### config.mk
export PLATFORM = sky130hd
export DESIGN_NAME = pe_ws_dbuf
export DESIGN_NICKNAME = d
export VERILOG_FILES = /design/src/rtl/pe_ws_dbuf.sv
export SDC_FILE = /design/constraint.sdc
export NUM_CORES = 1
export LEC_CHECK = 0
export BUFFER_PORTS_ARGS = -buffer_cell sky130_fd_sc_hd__clkbuf_2
export CAP_MARGIN = 20
export CORE_MARGIN = 2
export CORE_UTILIZATION = 30
export CTS_CLUSTER_DIAMETER = 40
export DETAILED_ROUTE_END_ITERATION = 8
export GPL_TIMING_DRIVEN = 0
export PLACE_DENSITY = 0.51
export SLEW_MARGIN = 40
export SYNTH_ARGS = -nofsm -noshare
export SYNTH_HDL_FRONTEND = slang
export SYNTH_SLANG_ARGS = --single-unit
### constraint.sdc
create_clock -name clk -period 9.05 [get_ports clk]
set_input_delay 1.3575 -clock clk [delete_from_list [all_inputs] [get_ports clk]]
set_output_delay 1.3575 -clock clk [all_outputs]
set_load 0.005 [all_outputs]
### src/rtl/pe_ws_dbuf.sv
// -----------------------------------------------------------------------------
// pe_ws_dbuf
//   Weight-stationary systolic MAC processing element with a double-buffered
//   weight. It has two weight registers:
//     * shadow: loaded through a column shift chain while compute continues.
//     * active: used by the MAC. A swap token copies shadow into active.
//   The swap token travels east one PE per cycle, so it moves with the
//   activation wavefront.
//   Operand and accumulator widths are configurable, and the datapath can be
//   signed (two's complement) or unsigned.
//
// Optional build macro:
//   PE_SAT_EN  When defined, the MAC sum saturates and o_ovf is a sticky
//              saturation flag. When undefined, the sum wraps modulo 2^ACC_W
//              and o_ovf is tied to 0.
//
// Parameters:
//   DATA_W    activation width (west/east)
//   WEIGHT_W  weight width
//   ACC_W     partial-sum width (north/south); must be >= DATA_W+WEIGHT_W
//   SIGNED    1 = two's-complement arithmetic, 0 = unsigned
//
// Ports:
//   clk            rising-edge clock
//   reset          asynchronous active-high reset
//   i_wload        shadow-weight shift enable (broadcast down the column)
//   i_weight       shadow weight from the PE above / column feeder
//   o_weight       current shadow value, drives i_weight of the PE below
//   i_swap         swap token from west
//   o_swap         registered swap token to east
//   i_west         activation from west
//   i_west_valid   activation valid
//   o_east         registered activation to east
//   o_east_valid   registered activation valid
//   i_north        partial sum from north
//   i_north_valid  partial-sum valid (top row ties to 0)
//   o_south        registered partial sum to south
//   o_south_valid  registered partial-sum valid
//   o_ovf          sticky saturation flag (PE_SAT_EN builds only)
// -----------------------------------------------------------------------------
module pe_ws_dbuf #(
  parameter int DATA_W   = 8,
  parameter int WEIGHT_W = 8,
  parameter int ACC_W    = 32,
  parameter bit SIGNED   = 1'b1
) (
  input  logic                clk,
  input  logic                reset,
  input  logic                i_wload,
  input  logic [WEIGHT_W-1:0] i_weight,
  output logic [WEIGHT_W-1:0] o_weight,
  input  logic                i_swap,
  output logic                o_swap,
  input  logic [DATA_W-1:0]   i_west,
  input  logic                i_west_valid,
  output logic [DATA_W-1:0]   o_east,
  output logic                o_east_valid,
  input  logic [ACC_W-1:0]    i_north,
  input  logic                i_north_valid,
  output logic [ACC_W-1:0]    o_south,
  output logic                o_south_valid,
  output logic                o_ovf
);

  localparam int PROD_W = DATA_W + WEIGHT_W;

  // ---------------------------------------------------------------------------
  // State
  // ---------------------------------------------------------------------------
  logic [WEIGHT_W-1:0] shadow_reg;
  logic [WEIGHT_W-1:0] active_reg;
  logic                swap_reg;
  logic [DATA_W-1:0]   east_reg;
  logic                east_valid_reg;
  logic [ACC_W-1:0]    south_reg;
  logic                south_valid_reg;

  logic [ACC_W-1:0]    south_next;
  logic                south_valid_next;

  // ---------------------------------------------------------------------------
  // Weight double buffer.
  // If a swap and a load happen in the same cycle, both use the value the
  // shadow register held before the edge: active takes the old shadow, and
  // shadow takes i_weight.
  // ---------------------------------------------------------------------------
  always_ff @(posedge clk or posedge reset) begin
    if (reset) begin
      shadow_reg <= '0;
      active_reg <= '0;
      swap_reg   <= 1'b0;
    end else begin
      if (i_wload) begin
        shadow_reg <= i_weight;
      end
      if (i_swap) begin
        active_reg <= shadow_reg;
      end
      swap_reg <= i_swap;
    end
  end

  // ---------------------------------------------------------------------------
  // Activation forwarding: one cycle of latency, independent of the weights.
  // ---------------------------------------------------------------------------
  always_ff @(posedge clk or posedge reset) begin
    if (reset) begin
      east_reg       <= '0;
      east_valid_reg <= 1'b0;
    end else begin
      east_reg       <= i_west;
      east_valid_reg <= i_west_valid;
    end
  end

  // ---------------------------------------------------------------------------
  // Multiplier. The product is extended to ACC_W according to SIGNED.
  // ---------------------------------------------------------------------------
  logic [ACC_W-1:0] prod_ext;
  logic [ACC_W-1:0] addend;

  generate
    if (SIGNED) begin : g_mul_signed
      logic signed [PROD_W-1:0] prod_s;
      // Widen both operands as signed values before multiplying so the full
      // two's-complement product is kept.
      assign prod_s   = PROD_W'($signed(active_reg)) * PROD_W'($signed(i_west));
      assign prod_ext = ACC_W'(prod_s);
    end else begin : g_mul_unsigned
      logic [PROD_W-1:0] prod_u;
      assign prod_u   = PROD_W'(active_reg) * PROD_W'(i_west);
      assign prod_ext = ACC_W'(prod_u);
    end
  endgenerate

  // An invalid north input adds nothing, so the top row needs no special case.
  assign addend = i_north_valid ? i_north : '0;

  // ---------------------------------------------------------------------------
  // Accumulate: either wrapping, or saturating with overflow detection.
  // ---------------------------------------------------------------------------
  logic [ACC_W-1:0] mac_sum;

`ifdef PE_SAT_EN
  logic [ACC_W:0]   sum_ext;
  logic             sat_hit;
  logic [ACC_W-1:0] sat_val;
  logic             ovf_reg;

  generate
    if (SIGNED) begin : g_sat_signed
      // Add with one guard bit. The result overflowed when the guard bit and
      // the top result bit disagree. The guard bit also gives the direction
      // of the clamp.
      assign sum_ext = {prod_ext[ACC_W-1], prod_ext} + {addend[ACC_W-1], addend};
      assign sat_hit = sum_ext[ACC_W] ^ sum_ext[ACC_W-1];
      assign sat_val = sum_ext[ACC_W] ? {1'b1, {(ACC_W-1){1'b0}}}
                                      : {1'b0, {(ACC_W-1){1'b1}}};
    end else begin : g_sat_unsigned
      // An unsigned add can only overflow upward, which shows as a carry out.
      assign sum_ext = {1'b0, prod_ext} + {1'b0, addend};
      assign sat_hit = sum_ext[ACC_W];
      assign sat_val = '1;
    end
  endgenerate

  assign mac_sum = sat_hit ? sat_val : sum_ext[ACC_W-1:0];

  // The flag only counts clamps from a real MAC cycle. Pass-through cycles
  // never clamp.
  always_ff @(posedge clk or posedge reset) begin
    if (reset) begin
      ovf_reg <= 1'b0;
    end else if (i_west_valid && sat_hit) begin
      ovf_reg <= 1'b1;
    end
  end

  assign o_ovf = ovf_reg;
`else
  assign mac_sum = prod_ext + addend;
  assign o_ovf   = 1'b0;
`endif

  // ---------------------------------------------------------------------------
  // Partial-sum path.
  //   valid activation -> MAC result
  //   only north valid -> pass i_north through unchanged
  //   neither valid    -> hold the data, drop the valid
  // ---------------------------------------------------------------------------
  always_comb begin
    south_next       = south_reg;
    south_valid_next = 1'b0;
    if (i_west_valid) begin
      south_next       = mac_sum;
      south_valid_next = 1'b1;
    end else if (i_north_valid) begin
      south_next       = i_north;
      south_valid_next = 1'b1;
    end
  end

  always_ff @(posedge clk or posedge reset) begin
    if (reset) begin
      south_reg       <= '0;
      south_valid_reg <= 1'b0;
    end else begin
      south_reg       <= south_next;
      south_valid_reg <= south_valid_next;
    end
  end

  // ---------------------------------------------------------------------------
  // Outputs. o_weight comes straight from the shadow register, so a column
  // chain advances one row per load pulse.
  // ---------------------------------------------------------------------------
  assign o_weight      = shadow_reg;
  assign o_swap        = swap_reg;
  assign o_east        = east_reg;
  assign o_east_valid  = east_valid_reg;
  assign o_south       = south_reg;
  assign o_south_valid = south_valid_reg;

endmodule

==> results.md <==
* Met3 Use GR at 2.949%
* Port-buffer cells at 102
* Worst hold slack at 0.5303 ns
* DRC at 0
* Vias in the first global route at 5,593
* Worst Path Buf+Inv at 8
* Crit path largest cell delay at 0.62 ns
* Post-cts hold buffer count at 0
* Area contributors post-synth: dfrtp_1 22%, fa_1 17%, ha_1 10%
* Max-cap viol count at 0
* # IOs at 106
* Die X-Extent at 153.0 um
* Fin cells at 1,139
* Main combinational cell family by area after synthesis: adder cells
* Register area share after synthesis at 22.16%
* Slowest CP cell: fa_1
* GR Util All Layers at 15.95%
* Pin count of the biggest net entering global routing at 39
* Routability cong. at 0.9115
* Clock buffers created by TritonCTS at 9
* Syn_area_per_cell at 8.991 um2
* Crit-path leading delay family: adder cells
* Post-route ant nets at 0
* Simple-Gate Fraction of Synth Area at 17.18%
* Fill cell count at 2,303
* Setup violators final at 0
* M2 GR Usage at 23.89%
* Unrepaired setup endpoints after global routing: false
* Slew Viols, Final at 0
* Status: finished clean
* CTS Root Buffer Type: clkbuf_16
* Clk buf depth at 2
* Chip height at 153.0 um
* Required @ worst endpoint at 9.30 ns
* First-pass GRT wire length at 29,880 um
* Synth async-reset ratio at 100.0%
* Total core area at 21,820 um2
* Minimum clock period at 8.385 ns
* Startpoint type of the worst setup path: input port
* Met1 Usage GRT at 23.19%
* Vias per cell at 4.981
* Fraction of layout cells with a size suffix above 1 at 18.74%
* Cell Area, Synth at 6663 um2
* CTS sink cnt at 59
* Row count at 54
* Pre-CTS WS at 0.02664 ns
* Initial antenna violation count at 0
* Post-Synthesis Cells at 741
* Area leader, netlist: dfrtp_1
* Initial DRC count at 292
* Main flop type after synthesis: dfrtp_1
* Worst setup margin at 0.6648 ns
* Max Fclk at 0.1193 GHz
* Vias at 5,673
* XOR/XNOR Fraction of Synth Area at 4.338%
* DR pass1 iterations at 5
* Layout Area Growth over Synthesis at 17.50%
* Routed length per instance at 15.68 um
* End-of-flow core utilization at 35.87%
* Compound-Gate Fraction of Synth Area at 18.95%
* Mapped Nets at 904
* Total wire length at 17,860 um
* DP HPWL at 14,400 um
* Clock skew at 0.01451 ns
* Kind of end point of the critical path: register
* Final worst path period share at 92.65%
* Relative slew slack at 56.51%
* Starting density of the core at 30.53%
* Die Area at 23,420 um2
* Tightest Hold Check Type: register to register
* Most Crowded Layer GR: met2
* Final Hold Violating Endpoints at 0
* Post-synth top area share at 22.16%
* Diodes inserted at 0
* Post-synth EDFFs at 0
* Clock Pin Slew Worst Setup and Hold Paths at 0.06 ns
* Worst-Skew Late Latency at 0.34 ns
* Setup slack, reg-to-reg at 1.37 ns
* Fin nets at 1,018
* TritonCTS clock tree: yes
* Setup CP Type: input port to register
* #FFs+latches synth at 59
* Synth Area in Adders at 26.78%
* Synthesis warning total at 0
* Crit Path Max Fanout at 16
* CTS H-Tree Depth at 3
* Largest register FFs at 32
* Worst-margin pin slew at 0.6524 ns
* Gr ovfl total at 0
* Mux contribution to synthesized area at 3.324%
* WP data arrival at 8.64 ns
* Synth unique cells at 74
* Dpl cells at 1,124
-- synth_stat cells (2+ instances only) --
master and number:
inv_1 99, and2_1 74, dfrtp_1 59, fa_1 56, ha_1 53, a21oi_1 45, nand2_1 43, o21ai_0 32
nor2_1 30, xnor2_1 24, clkbuf_1 20, mux2_2 17, a211oi_1 14, a21o_1 14, nor2b_1 12, nand3_1 11
nor3_1 9, xor2_1 9, a31oi_1 8, nand2b_1 6, o21a_1 6, o21bai_1 6, and3_1 5, or3_1 5
a211o_1 4, a21oi_2 4, o21ai_1 4, o21ai_2 4, o31ai_1 4, mux2i_1 3, nand4_1 3, o211ai_1 3
a2111oi_0 2, a2111oi_2 2, a221oi_1 2, a311oi_1 2, a31o_2 2, a41oi_1 2, buf_1 2, nor4_1 2
o22ai_1 2, o311a_1 2, o311ai_0 2, o41ai_1 2, or4_1 2
-- cells in the final DEF (no fill, tap or decap), types with 11 or more instances in the layout --
cell,instances
clkbuf_2,103
inv_1,98
and2_1,74
dfrtp_1,59
fa_1,56
ha_1,53
a21oi_1,45
nand2_1,43
o21ai_0,32
nor2_1,30
xnor2_1,24
clkbuf_1,20
mux2_2,17
a21o_1,14
a211oi_1,14
nor2b_1,12
nand3_1,11
-- metal layers --
layer | up-vias | share of wire [%]
met4 | 0 | 2.4
met5 | - | 0
met3 | 20 | 5.9
met1 | 2724 | 48
li1 | 2771 | -
met2 | 158 | 44
-- final timing paths --
kind | start | to | cells past startpoint
setup reg to reg | active_reg[7] | o_south[28] | 27
hold reg to reg | o_weight[6] | active_reg[6] | 1
hold / removal | o_weight[6] | active_reg[6] | 1
setup / recovery | i_west[3] | o_south[28] | 28
min in group asynchronous | reset | o_south[28] | 2
max in group asynchronous | reset | active_reg[3] | 3
-- area by class of cell --
class,count,area [um2],area share [%]
plain buffers,24,102.6,1.311
clock buffers,13,270.3,3.452
clock inverters,2,10.01,0.1279
inverters,101,381.6,4.875
multi-input cells,557,4707,60.12
flip-flops and latches,59,1476,18.86
well taps,280,350.3,4.475
repair buffers,103,530.5,6.776
-- stage by stage --
stage	setup TNS, ns	instance area, um2
after floorplan	0	6663
after global placement	-0.001060	7523
after detailed placement	0	7546
after CTS	0	7826
after global routing	0	7829
final	0	7829
-- timing repair --
item	in CTS	in global routing
setup buffers	0	0
gates resized for setup	0	3
setup endpoints to repair	0	1
-- logic make-up after synthesis --
kind of cell,after synthesis
buffers and inverters,125
DFF,59
muxes,20
AOI/OAI and AO/OA,183
and+or+nand+nor,211
adders and majority gates,109
other,1
xor gates and xnor gates,33
Power is not shown: default switching activity piles up to over one toggle a cycle in this logic, so the estimate is an artifact.
